===== src/rtl/cache_ctrl_burst_if.sv =====
// Core request, datapath status/control and burst pmem signals of cache_ctrl_burst.
// slave = the controller, master = the environment (core, datapath, pmem).
interface cache_ctrl_burst_if #(
    parameter int WAYS  = 2,
    parameter int BEATS = 4,
    parameter int CNT_W = 32
);
    localparam int WAY_W  = $clog2(WAYS);
    localparam int BEAT_W = (BEATS > 1) ? $clog2(BEATS) : 1;

    // core side
    logic              mem_read;
    logic              mem_write;
    logic              mem_resp;
    // datapath status
    logic              hit;
    logic              valid;
    logic              dirty;
    logic [WAYS-1:0]   hit_way;
    logic [WAY_W-1:0]  lru_way;
    // physical memory burst port
    logic              pmem_read;
    logic              pmem_write;
    logic              pmem_resp;
    logic [BEAT_W-1:0] beat_idx;
    // datapath control
    logic [WAYS-1:0]   way_sel;
    logic              load_line_data;
    logic              load_valid;
    logic              load_dirty;
    logic              load_lru;
    logic              line_datain_sel;
    logic              dirty_in;
    logic              address_sel;
    logic              miss;
    // performance counters
    logic [CNT_W-1:0]  hit_count;
    logic [CNT_W-1:0]  miss_count;

    modport slave (
        input  mem_read, mem_write, hit, valid, dirty, hit_way, lru_way, pmem_resp,
        output mem_resp, pmem_read, pmem_write, beat_idx, way_sel,
               load_line_data, load_valid, load_dirty, load_lru,
               line_datain_sel, dirty_in, address_sel, miss,
               hit_count, miss_count
    );

    modport master (
        output mem_read, mem_write, hit, valid, dirty, hit_way, lru_way, pmem_resp,
        input  mem_resp, pmem_read, pmem_write, beat_idx, way_sel,
               load_line_data, load_valid, load_dirty, load_lru,
               line_datain_sel, dirty_in, address_sel, miss,
               hit_count, miss_count
    );
endinterface


===== src/rtl/cache_ctrl_burst.sv =====
// N-way L1 cache control FSM (hit, multi-beat write-back, multi-beat fill); counters under CACHE_CTRL_PERF_EN.
// Hit resolves same cycle; miss takes 1 + BEATS (+BEATS if dirty) pmem_resp beats, stalling while pmem_resp is low.
module cache_ctrl_burst #(
    parameter int WAYS  = 2,
    parameter int BEATS = 4,
    parameter int CNT_W = 32
) (
    input  logic             clk,
    input  logic             rst_n,
    cache_ctrl_burst_if.slave bus
);
    localparam int BEAT_W = (BEATS > 1) ? $clog2(BEATS) : 1;
    localparam logic [BEAT_W-1:0] LAST_BEAT = BEAT_W'(BEATS - 1);

    typedef enum logic [1:0] {
        READY      = 2'd0,
        WRITE_BACK = 2'd1,
        FILL       = 2'd2
    } state_t;

    state_t            state;
    state_t            state_nxt;
    logic [WAYS-1:0]   victim;
    logic [BEAT_W-1:0] beat_cnt;

    logic req;
    logic hit_ok;
    logic last_beat;
    logic miss_start;

    logic              mem_resp;
    logic              pmem_read;
    logic              pmem_write;
    logic [WAYS-1:0]   way_sel;
    logic              load_line_data;
    logic              load_valid;
    logic              load_dirty;
    logic              load_lru;
    logic              line_datain_sel;
    logic              dirty_in;
    logic              address_sel;
    logic              miss;

    assign req        = bus.mem_read | bus.mem_write;
    assign hit_ok     = bus.hit & bus.valid;
    assign last_beat  = (beat_cnt == LAST_BEAT);
    assign miss_start = (state == READY) && req && !hit_ok;

    always_ff @(posedge clk or negedge rst_n) begin
        if (!rst_n) begin
            state <= READY;
        end else begin
            state <= state_nxt;
        end
    end

    always_comb begin
        state_nxt = state;
        case (state)
            READY: begin
                if (miss_start) begin
                    state_nxt = (bus.valid && bus.dirty) ? WRITE_BACK : FILL;
                end
            end
            WRITE_BACK: begin
                if (bus.pmem_resp && last_beat) begin
                    state_nxt = FILL;
                end
            end
            FILL: begin
                if (bus.pmem_resp && last_beat) begin
                    state_nxt = READY;
                end
            end
            default: state_nxt = READY;
        endcase
    end

    // Victim is captured once at miss entry so LRU updates mid-miss cannot redirect the burst.
    always_ff @(posedge clk or negedge rst_n) begin
        if (!rst_n) begin
            victim   <= '0;
            beat_cnt <= '0;
        end else if (miss_start) begin
            victim   <= WAYS'(1) << bus.lru_way;
            beat_cnt <= '0;
        end else if ((state != READY) && bus.pmem_resp) begin
            beat_cnt <= last_beat ? '0 : beat_cnt + BEAT_W'(1);
        end
    end

    // Outputs are forced low while reset is asserted, even if the core keeps its request up.
    always_comb begin
        mem_resp        = 1'b0;
        pmem_read       = 1'b0;
        pmem_write      = 1'b0;
        way_sel         = '0;
        load_line_data  = 1'b0;
        load_valid      = 1'b0;
        load_dirty      = 1'b0;
        load_lru        = 1'b0;
        line_datain_sel = 1'b0;
        dirty_in        = 1'b0;
        address_sel     = 1'b0;
        miss            = 1'b0;
        if (rst_n) begin
            case (state)
                READY: begin
                    if (req) begin
                        if (hit_ok) begin
                            mem_resp = 1'b1;
                            load_lru = 1'b1;
                            way_sel  = bus.hit_way;
                            if (bus.mem_write) begin
                                load_line_data  = 1'b1;
                                load_dirty      = 1'b1;
                                dirty_in        = 1'b1;
                                line_datain_sel = 1'b1;
                            end
                        end else begin
                            miss = 1'b1;
                        end
                    end
                end
                WRITE_BACK: begin
                    pmem_write  = 1'b1;
                    address_sel = 1'b1;
                    way_sel     = victim;
                    miss        = 1'b1;
                end
                FILL: begin
                    pmem_read      = 1'b1;
                    way_sel        = victim;
                    miss           = 1'b1;
                    load_line_data = bus.pmem_resp;
                    if (bus.pmem_resp && last_beat) begin
                        load_valid = 1'b1;
                        load_dirty = 1'b1;
                    end
                end
                default: ;
            endcase
        end
    end

    assign bus.mem_resp        = mem_resp;
    assign bus.pmem_read       = pmem_read;
    assign bus.pmem_write      = pmem_write;
    assign bus.beat_idx        = rst_n ? beat_cnt : '0;
    assign bus.way_sel         = way_sel;
    assign bus.load_line_data  = load_line_data;
    assign bus.load_valid      = load_valid;
    assign bus.load_dirty      = load_dirty;
    assign bus.load_lru        = load_lru;
    assign bus.line_datain_sel = line_datain_sel;
    assign bus.dirty_in        = dirty_in;
    assign bus.address_sel     = address_sel;
    assign bus.miss            = miss;

`ifdef CACHE_CTRL_PERF_EN
    logic [CNT_W-1:0] hit_cnt;
    logic [CNT_W-1:0] miss_cnt;

    always_ff @(posedge clk or negedge rst_n) begin
        if (!rst_n) begin
            hit_cnt  <= '0;
            miss_cnt <= '0;
        end else begin
            if (mem_resp && (hit_cnt != '1)) begin
                hit_cnt <= hit_cnt + CNT_W'(1);
            end
            if (miss_start && (miss_cnt != '1)) begin
                miss_cnt <= miss_cnt + CNT_W'(1);
            end
        end
    end

    assign bus.hit_count  = hit_cnt;
    assign bus.miss_count = miss_cnt;
`else
    assign bus.hit_count  = {CNT_W{1'b0}};
    assign bus.miss_count = {CNT_W{1'b0}};
`endif

    a_pmem_exclusive: assert property (@(posedge clk) disable iff (!rst_n)
        !(bus.pmem_read && bus.pmem_write));

    a_victim_onehot: assert property (@(posedge clk) disable iff (!rst_n)
        (state != READY) |-> $onehot(victim));

endmodule


===== src/flat_wrapper.sv =====
// flat-port wrapper written by rule: the top's interface ports become plain ports
module cache_ctrl_burst_flat 
#(
    parameter int WAYS  = 2,
    parameter int BEATS = 4,
    parameter int CNT_W = 32
)
  (clk, rst_n, bus_mem_read, bus_mem_write, bus_hit, bus_valid, bus_dirty, bus_hit_way, bus_lru_way, bus_pmem_resp, bus_mem_resp, bus_pmem_read, bus_pmem_write, bus_beat_idx, bus_way_sel, bus_load_line_data, bus_load_valid, bus_load_dirty, bus_load_lru, bus_line_datain_sel, bus_dirty_in, bus_address_sel, bus_miss, bus_hit_count, bus_miss_count);
  cache_ctrl_burst_if #(.WAYS(WAYS), .BEATS(BEATS), .CNT_W(CNT_W)) bus_i ();
  input  logic clk;
  input  logic rst_n;
  input wire logic [$bits(bus_i.mem_read)-1:0] bus_mem_read;
  input wire logic [$bits(bus_i.mem_write)-1:0] bus_mem_write;
  input wire logic [$bits(bus_i.hit)-1:0] bus_hit;
  input wire logic [$bits(bus_i.valid)-1:0] bus_valid;
  input wire logic [$bits(bus_i.dirty)-1:0] bus_dirty;
  input wire logic [$bits(bus_i.hit_way)-1:0] bus_hit_way;
  input wire logic [$bits(bus_i.lru_way)-1:0] bus_lru_way;
  input wire logic [$bits(bus_i.pmem_resp)-1:0] bus_pmem_resp;
  output wire logic [$bits(bus_i.mem_resp)-1:0] bus_mem_resp;
  output wire logic [$bits(bus_i.pmem_read)-1:0] bus_pmem_read;
  output wire logic [$bits(bus_i.pmem_write)-1:0] bus_pmem_write;
  output wire logic [$bits(bus_i.beat_idx)-1:0] bus_beat_idx;
  output wire logic [$bits(bus_i.way_sel)-1:0] bus_way_sel;
  output wire logic [$bits(bus_i.load_line_data)-1:0] bus_load_line_data;
  output wire logic [$bits(bus_i.load_valid)-1:0] bus_load_valid;
  output wire logic [$bits(bus_i.load_dirty)-1:0] bus_load_dirty;
  output wire logic [$bits(bus_i.load_lru)-1:0] bus_load_lru;
  output wire logic [$bits(bus_i.line_datain_sel)-1:0] bus_line_datain_sel;
  output wire logic [$bits(bus_i.dirty_in)-1:0] bus_dirty_in;
  output wire logic [$bits(bus_i.address_sel)-1:0] bus_address_sel;
  output wire logic [$bits(bus_i.miss)-1:0] bus_miss;
  output wire logic [$bits(bus_i.hit_count)-1:0] bus_hit_count;
  output wire logic [$bits(bus_i.miss_count)-1:0] bus_miss_count;
  assign bus_i.mem_read = bus_mem_read;
  assign bus_i.mem_write = bus_mem_write;
  assign bus_i.hit = bus_hit;
  assign bus_i.valid = bus_valid;
  assign bus_i.dirty = bus_dirty;
  assign bus_i.hit_way = bus_hit_way;
  assign bus_i.lru_way = bus_lru_way;
  assign bus_i.pmem_resp = bus_pmem_resp;
  assign bus_mem_resp = bus_i.mem_resp;
  assign bus_pmem_read = bus_i.pmem_read;
  assign bus_pmem_write = bus_i.pmem_write;
  assign bus_beat_idx = bus_i.beat_idx;
  assign bus_way_sel = bus_i.way_sel;
  assign bus_load_line_data = bus_i.load_line_data;
  assign bus_load_valid = bus_i.load_valid;
  assign bus_load_dirty = bus_i.load_dirty;
  assign bus_load_lru = bus_i.load_lru;
  assign bus_line_datain_sel = bus_i.line_datain_sel;
  assign bus_dirty_in = bus_i.dirty_in;
  assign bus_address_sel = bus_i.address_sel;
  assign bus_miss = bus_i.miss;
  assign bus_hit_count = bus_i.hit_count;
  assign bus_miss_count = bus_i.miss_count;
  cache_ctrl_burst #(.WAYS(WAYS), .BEATS(BEATS), .CNT_W(CNT_W)) u_core (.clk(clk), .rst_n(rst_n), .bus(bus_i));
endmodule

===== config.mk =====
export PLATFORM = sky130hd
export DESIGN_NAME = cache_ctrl_burst_flat
export DESIGN_NICKNAME = d
export VERILOG_FILES = /design/src/rtl/cache_ctrl_burst_if.sv /design/src/rtl/cache_ctrl_burst.sv /design/src/flat_wrapper.sv
export SDC_FILE = /design/constraint.sdc
export NUM_CORES = 1
export LEC_CHECK = 0
export CORE_MARGIN = 1.5
export CORE_UTILIZATION = 30
export DETAILED_ROUTE_END_ITERATION = 12
export DONT_BUFFER_PORTS = 1
export PLACE_DENSITY = 0.42
export SYNTH_ARGS = -nofsm -noshare
export SYNTH_HDL_FRONTEND = slang
export SYNTH_SLANG_ARGS = --single-unit

===== constraint.sdc =====
create_clock -name clk -period 5.08 [get_ports clk]
set_clock_uncertainty 0.15 [all_clocks]
set_input_delay 1.016 -clock clk [delete_from_list [all_inputs] [get_ports clk]]
set_output_delay 1.016 -clock clk [all_outputs]
set_load 0.02 [all_outputs]

==> results of run 1 <==
cell families after synthesis:
kind of cell               count (synthesis)
AOI/OAI and AO/OA                         14
adders and majority gates                  5
buffers and inverters                     72
DFF                                        6
muxes                                      3
other                                      1
and+or+nand+nor                           24
worst max-delay path, cell delays in order:
cell and delay [ps]:
and2_1 240, nand2_1 130, o21ai_0 530
power by group:
| group | switching [mW] | total (mW) | internal, mW | leakage [nW] |
|---|---|---|---|---|
| Combinational | 0.161 | 0.236 | 0.0747 | 0.365 |
| Sequential | 0.0193 | 0.0900 | 0.0707 | 0.0739 |
| Clock | 0.0191 | 0.0459 | 0.0269 | 0.0138 |
sequential cells by signal (all words and copies together) (netlist names):
register         count
u_core.beat_cnt      2
u_core.state         2
u_core.victim        2
area by class of cell:
cell class | instances | area [µm²]
clock buffers | 3 | 22.5
fillers | 358 | 2300
inverters | 4 | 15.0
multi-input cells | 110 | 561
flip-flops and latches | 6 | 150
well taps | 44 | 55.1
cells in the mapped netlist (2+ instances only):
cell,number
nand3_1,2
a21oi_1,4
a22oi_1,2
buf_4,67
mux2i_1,2
dfrtp_1,6
nor2_1,8
and2_1,6
inv_1,4
ha_1,5
nand2_1,5
path summary, 6_finish.rpt:
| kind | start | cells after the start | to | slack, ps |
|---|---|---|---|---|
| setup / recovery | rst_n | 3 | bus_load_dirty | 1990 |
| hold / removal | rst_n | 0 | u_core.beat_cnt[1]$_DFFE_PN0P_ | 310 |
| setup reg to reg | u_core.state[0]$_DFFE_PN0P_ | 5 | u_core.beat_cnt[1]$_DFFE_PN0P_ | 3480 |
| hold reg to reg | u_core.victim[1]$_DFFE_PN0P_ | 1 | u_core.victim[1]$_DFFE_PN0P_ | 370 |
| max in group asynchronous | rst_n | 0 | u_core.state[0]$_DFFE_PN0P_ | 4400 |
| min in group clk | u_core.victim[1]$_DFFE_PN0P_ | 1 | u_core.victim[1]$_DFFE_PN0P_ | 370 |
stage by stage:
stage / utilization, % / setup WS [ps] / instances / power [mW] / hold WS, ps
after floorplan: - / 2060 / 188 / 0.334 / 330
after global placement: 25.2 / 1970 / 164 / 0.323 / 346
after detailed placement: 25.2 / 1970 / 164 / 0.327 / 351
after CTS: 25.9 / 1970 / 167 / 0.375 / 304
after global routing: 25.9 / 1900 / 167 / 0.412 / 297
final: 25.9 / 1990 / 167 / 0.372 / 309
routing by layer:
layer	wire length, µm	global-route usage, %	share of wire, %	vias up
li1	-	-	-	273
met1	646	10.9	43	273
met2	672	11.2	44	49
met3	195	2.35	13	0
met4	0	3.73	0	0
met5	0	0	0	-
==> out/metrics.yaml, run 1 <==
cp.arrival_ps: 1920
area_delta_synth_final_pct: -19.4
irDropWorstVdd_mv: 0.221
cts_buffers: 3
path_class: "primary input to output port"
final_cell_area_um2: 803
core_area_um2: 3100
layout_common_cells: "conb_1 (64), nor2_1 (8), and2_1 (6), dfrtp_1 (6)"
setup_viol: 0
cts.htree.levels: 1
hold_violations: 0
slew_headroom_pct: 57.0
place_congestion: 0.703
nets: 141
async_reset_ff_share_pct: 100
holdBufCountCts: 0
die_area_um2: 3680
p_leak_nw: 0.453
dp_hpwl_um: 1340
drt_iter0_drc: 2
synth_compound_area_share_pct: 11.2
antenna_found_initial: 0
cp-end-kind: "output port"
track_usage_pct: 7.88
routedWlPerCell_um: 9.07
rsz0062_at_grt: "false"
dr_total_vias: 595
first_pass_iters: 2
powerDensity_nw_per_um2: 463
die_width_um: 60.7
cap_violations: 0
grt-ovfl-total: 0
drive_gt1_share_pct: 4.07
initial_core_util_pct: 32.1
synth_area_leaders: "buf_4 (50%), dfrtp_1 (15%), ha_1 (6.3%)"
worstMarginPinSlew_ps: 639
netlist_area_um2: 997
maxSlewViolCount: 0
finalCritPeriodShare_pct: 60.7
hold_path_class: "primary input to async pin"
cp_max_fo: 13
viasPerCell: 3.56
synth_top_family_by_area: "buffers and inverters"
synth_ff_type: "dfrtp_1"
fmax_mhz: 324
root_buffer: "clkbuf_4"
muxShareOfSynthArea_pct: 3.14
synth_cell_type_count: 25
grt_pass1_vias: 436
port_buffers: 0
diodes: 0
clk_pin_slew_worst_paths_ps: 50
start_kind: "primary input"
synth_adder_area_share_pct: 6.27
status: "finished, final reports clean"
synth-warning-count: 0
synthSimpleGateAreaFrac_pct: 11.5
cts_max_path_buffers: 2
cts_setup_buffers: 0
io_pins: 90
crit_required_ps: 3910
drcViolationCount: 0
yosysSeqAreaShare_pct: 15.1
drt_wl_total_um: 1510
grt_pass1_wl_um: 2090
cts-resized-gates: 0
synth-edff-count: 0
synthXorXnorAreaFrac_pct: 0
synth.top_cell.area_share_pct: 50.4
synthCells: 125
finalWorstPathRequiredPeriod_ps: 3090
ys_ff_latch: 6
rows: 20
clock_latency_ps: 250
grt_max_degree: 14
final_antenna_net_count: 0
avgSynthCellArea_um2: 7.98
fin_tns_setup_ps: 0
cts_sinks: 6
final_common_cell: "conb_1"
post-synth-top-area-cell: "buf_4"
place_area_um2: 781
die_y_um: 60.7
cts_tree: "yes"
Power figures use the tool's default switching activity.
==> run 2: changes to the inputs <==
==> constraint.sdc (replaced) <==
create_clock -name clk -period 2.9 [get_ports clk]
set_clock_uncertainty 0.15 [all_clocks]
set_input_delay 0.58 -clock clk [delete_from_list [all_inputs] [get_ports clk]]
set_output_delay 0.58 -clock clk [all_outputs]
set_load 0.02 [all_outputs]
==> run 2 against run 1 <==
Critical path depth is 1 higher. Sequential share of layout area is 0.40 points lower. Worst hold slack worse by 38 ps. Sequential power is 74% higher. Routed wire length is 0.99% higher. Clock power is 67% higher. First-iteration DRC count grew to 4.5 times the previous value. Clock-buffer cell count stayed put. Core utilization is 0.56 points higher. Critical path type is now flip-flop to output port. Largest power group unchanged.
==> out/metrics.yaml, run 2 (synthesized netlist as in run 1, its figures left out) <==
die_y_um: 60.7  # unchanged
min_to: "u_core.victim[0]$_DFFE_PN0P_"
final_cell_area_um2: 821  # +2.2%
drt_wl_total_um: 1530  # +0.99%
setup_viol: 0  # unchanged
port_buffers: 0  # unchanged
cts-resized-gates: 0  # unchanged
min_path_cells: 1
nets: 143  # +1.4%
first_pass_iters: 4  # +2
die_area_um2: 3680  # unchanged
drt_iter0_drc: 9  # +7
initial_core_util_pct: 32.1  # unchanged
irDropWorstVdd_mv: 0.388  # +76%
viasPerCell: 3.51  # -1.5%
hold_violations: 0  # unchanged
cp_max_fo: 10  # -3
grt_max_degree: 11  # -3
grt.busiest_layer: "met2"
root_buffer: "clkbuf_4"
area_delta_synth_final_pct: -17.7
cp.arrival_ps: 1780  # -140 ps
r2r_end: "u_core.beat_cnt[0]$_DFFE_PN0P_"
grt_pass1_wl_um: 2140  # +2.3%
crit_required_ps: 2170  # -1740 ps
path_class: "flip-flop to output port"
place_congestion: 0.674  # -4.0%
top_regs: "u_core.beat_cnt: 2 flops, u_core.state: 2 flops, u_core.victim: 2 flops"
maxSlewViolCount: 0  # unchanged
powerDensity_nw_per_um2: 794  # +72%
clock_latency_ps: 240  # about the same
routedWlPerCell_um: 9.05  # -0.20%
rsz0062_at_grt: "false"
status: "finished, final reports clean"
reg2reg_depth: 5  # unchanged
cts_tree: "yes"
start_kind: "flip-flop"
place_area_um2: 788  # +0.96%
fill_cells: 350  # -2.2%
fin_tns_setup_ps: 0  # unchanged
met2_usage_pct: 12.6  # +1.4 points
cp-end-kind: "output port"
drive_gt1_share_pct: 4.80  # +0.73 points
antenna_found_initial: 0  # unchanged
met3_usage_pct: 2.99  # +0.64 points
worstPathCellList: "inv_1, ha_1, o2111a_1, and2_1"
cts_sinks: 6  # unchanged
hold_path_class: "primary input to flip-flop"
layout_common_cells: "conb_1 (64), nor2_1 (8), and2_1 (6), dfrtp_1 (6)"
cpPeakStageDelay_ps: 420  # -110 ps
rows: 20  # unchanged
dr_total_vias: 593  # -0.34%
cts_buffers: 3  # unchanged
fmax_mhz: 399
hp-start: "bus_lru_way"
track_usage_pct: 8.01  # +0.12 points
grt_pass1_vias: 431  # -1.1%
clk_pin_slew_worst_paths_ps: 50  # about the same
met1_usage_pct: 10.1  # -0.80 points
grt-ovfl-total: 0  # unchanged
dp_hpwl_um: 1320  # -1.6%
cap_violations: 0  # unchanged
r2r_start: "u_core.state[0]$_DFFE_PN0P_"
cts_max_path_buffers: 2  # unchanged
finalWorstPathRequiredPeriod_ps: 2510
cp_top_family: "flip-flops"
r2r_setup_slack_ps: 1300  # -2180 ps
crit_slowest_cell: "dfrtp_1"
final_common_cell: "conb_1"
p_leak_nw: 0.462  # +2.1%
diodes: 0  # unchanged
cts.htree.levels: 1  # unchanged
final_antenna_net_count: 0  # unchanged
finalCritPeriodShare_pct: 86.5
critical_path_buf_inv_count: 1  # +1
io_pins: 90  # unchanged
drcViolationCount: 0  # unchanged
die_width_um: 60.7  # unchanged
core_area_um2: 3100  # unchanged
run 2: changes by cell type in the layout (fill, tap and decap cells not counted):
cell	before	now
dlygate4sd3_1	0	1
buf_4	0	1
run 2: worst max path at each step:
stage / start / end / depth (start not counted) / slack, ps
after floorplan: u_core.state[0]$_DFFE_PN0P_ / bus_load_dirty / 5 / 690
after global placement: u_core.state[0]$_DFFE_PN0P_ / bus_way_sel[1] / 5 / 690
after detailed placement: u_core.state[0]$_DFFE_PN0P_ / bus_mem_resp / 4 / 640
after CTS: u_core.state[0]$_DFFE_PN0P_ / bus_load_lru / 4 / 370
after global routing: u_core.state[0]$_DFFE_PN0P_ / bus_mem_resp / 4 / 260
final: u_core.state[0]$_DFFE_PN0P_ / bus_load_lru / 4 / 390
run 2: layout make-up:
cell class | instances | area (µm²) | share of cell area (%)
Multi-Input combinational cell | 110 | 561 | 68.3
Sequential cell | 6 | 150 | 18.3
Tap cell | 44 | 55.1 | 6.71
Clock buffer | 3 | 22.5 | 2.74
Timing Repair Buffer | 2 | 17.5 | 2.13
Inverter | 4 | 15.0 | 1.83
run 2: power breakdown:
part	leakage, nW	switching (mW)	internal (mW)	total [mW]
clock network	0.0138	0.0300	0.0468	0.0768
logic	0.375	0.283	0.134	0.418
registers	0.0739	0.0333	0.124	0.157
run 2: repair_timing:
action / CTS / global route
endpoints found under the hold margin: 6 / 0
setup endpoints to repair: 0 / 0
setup buffers: 0 / 0
hold buffers: 1 / 0
run 2: layer usage:
metal | wire (µm) | vias to the layer above
met2 | 672 | 49
met4 | 0 | 0
met3 | 217 | 0
li1 | - | 276
met1 | 639 | 268
met5 | 0 | -
run 2: worst register-to-register path: cells and delay by family, from the launching register on:
kind / cells / cell delay [ps]
and+or+nand+nor: 2 / 300
DFF: 1 / 410
adders and majority gates: 1 / 310
muxes: 1 / 220
buffers and inverters: 1 / 90
run 2: stage by stage:
step	power (mW)	util, %	instances	hold WS, ps	setup WS (ps)
after floorplan	0.585	-	188	134	688
after global placement	0.570	25.4	165	135	686
after detailed placement	0.571	25.4	165	135	639
after CTS	0.657	26.5	169	260	368
after global routing	0.719	26.5	169	257	256
final	0.652	26.5	169	271	392
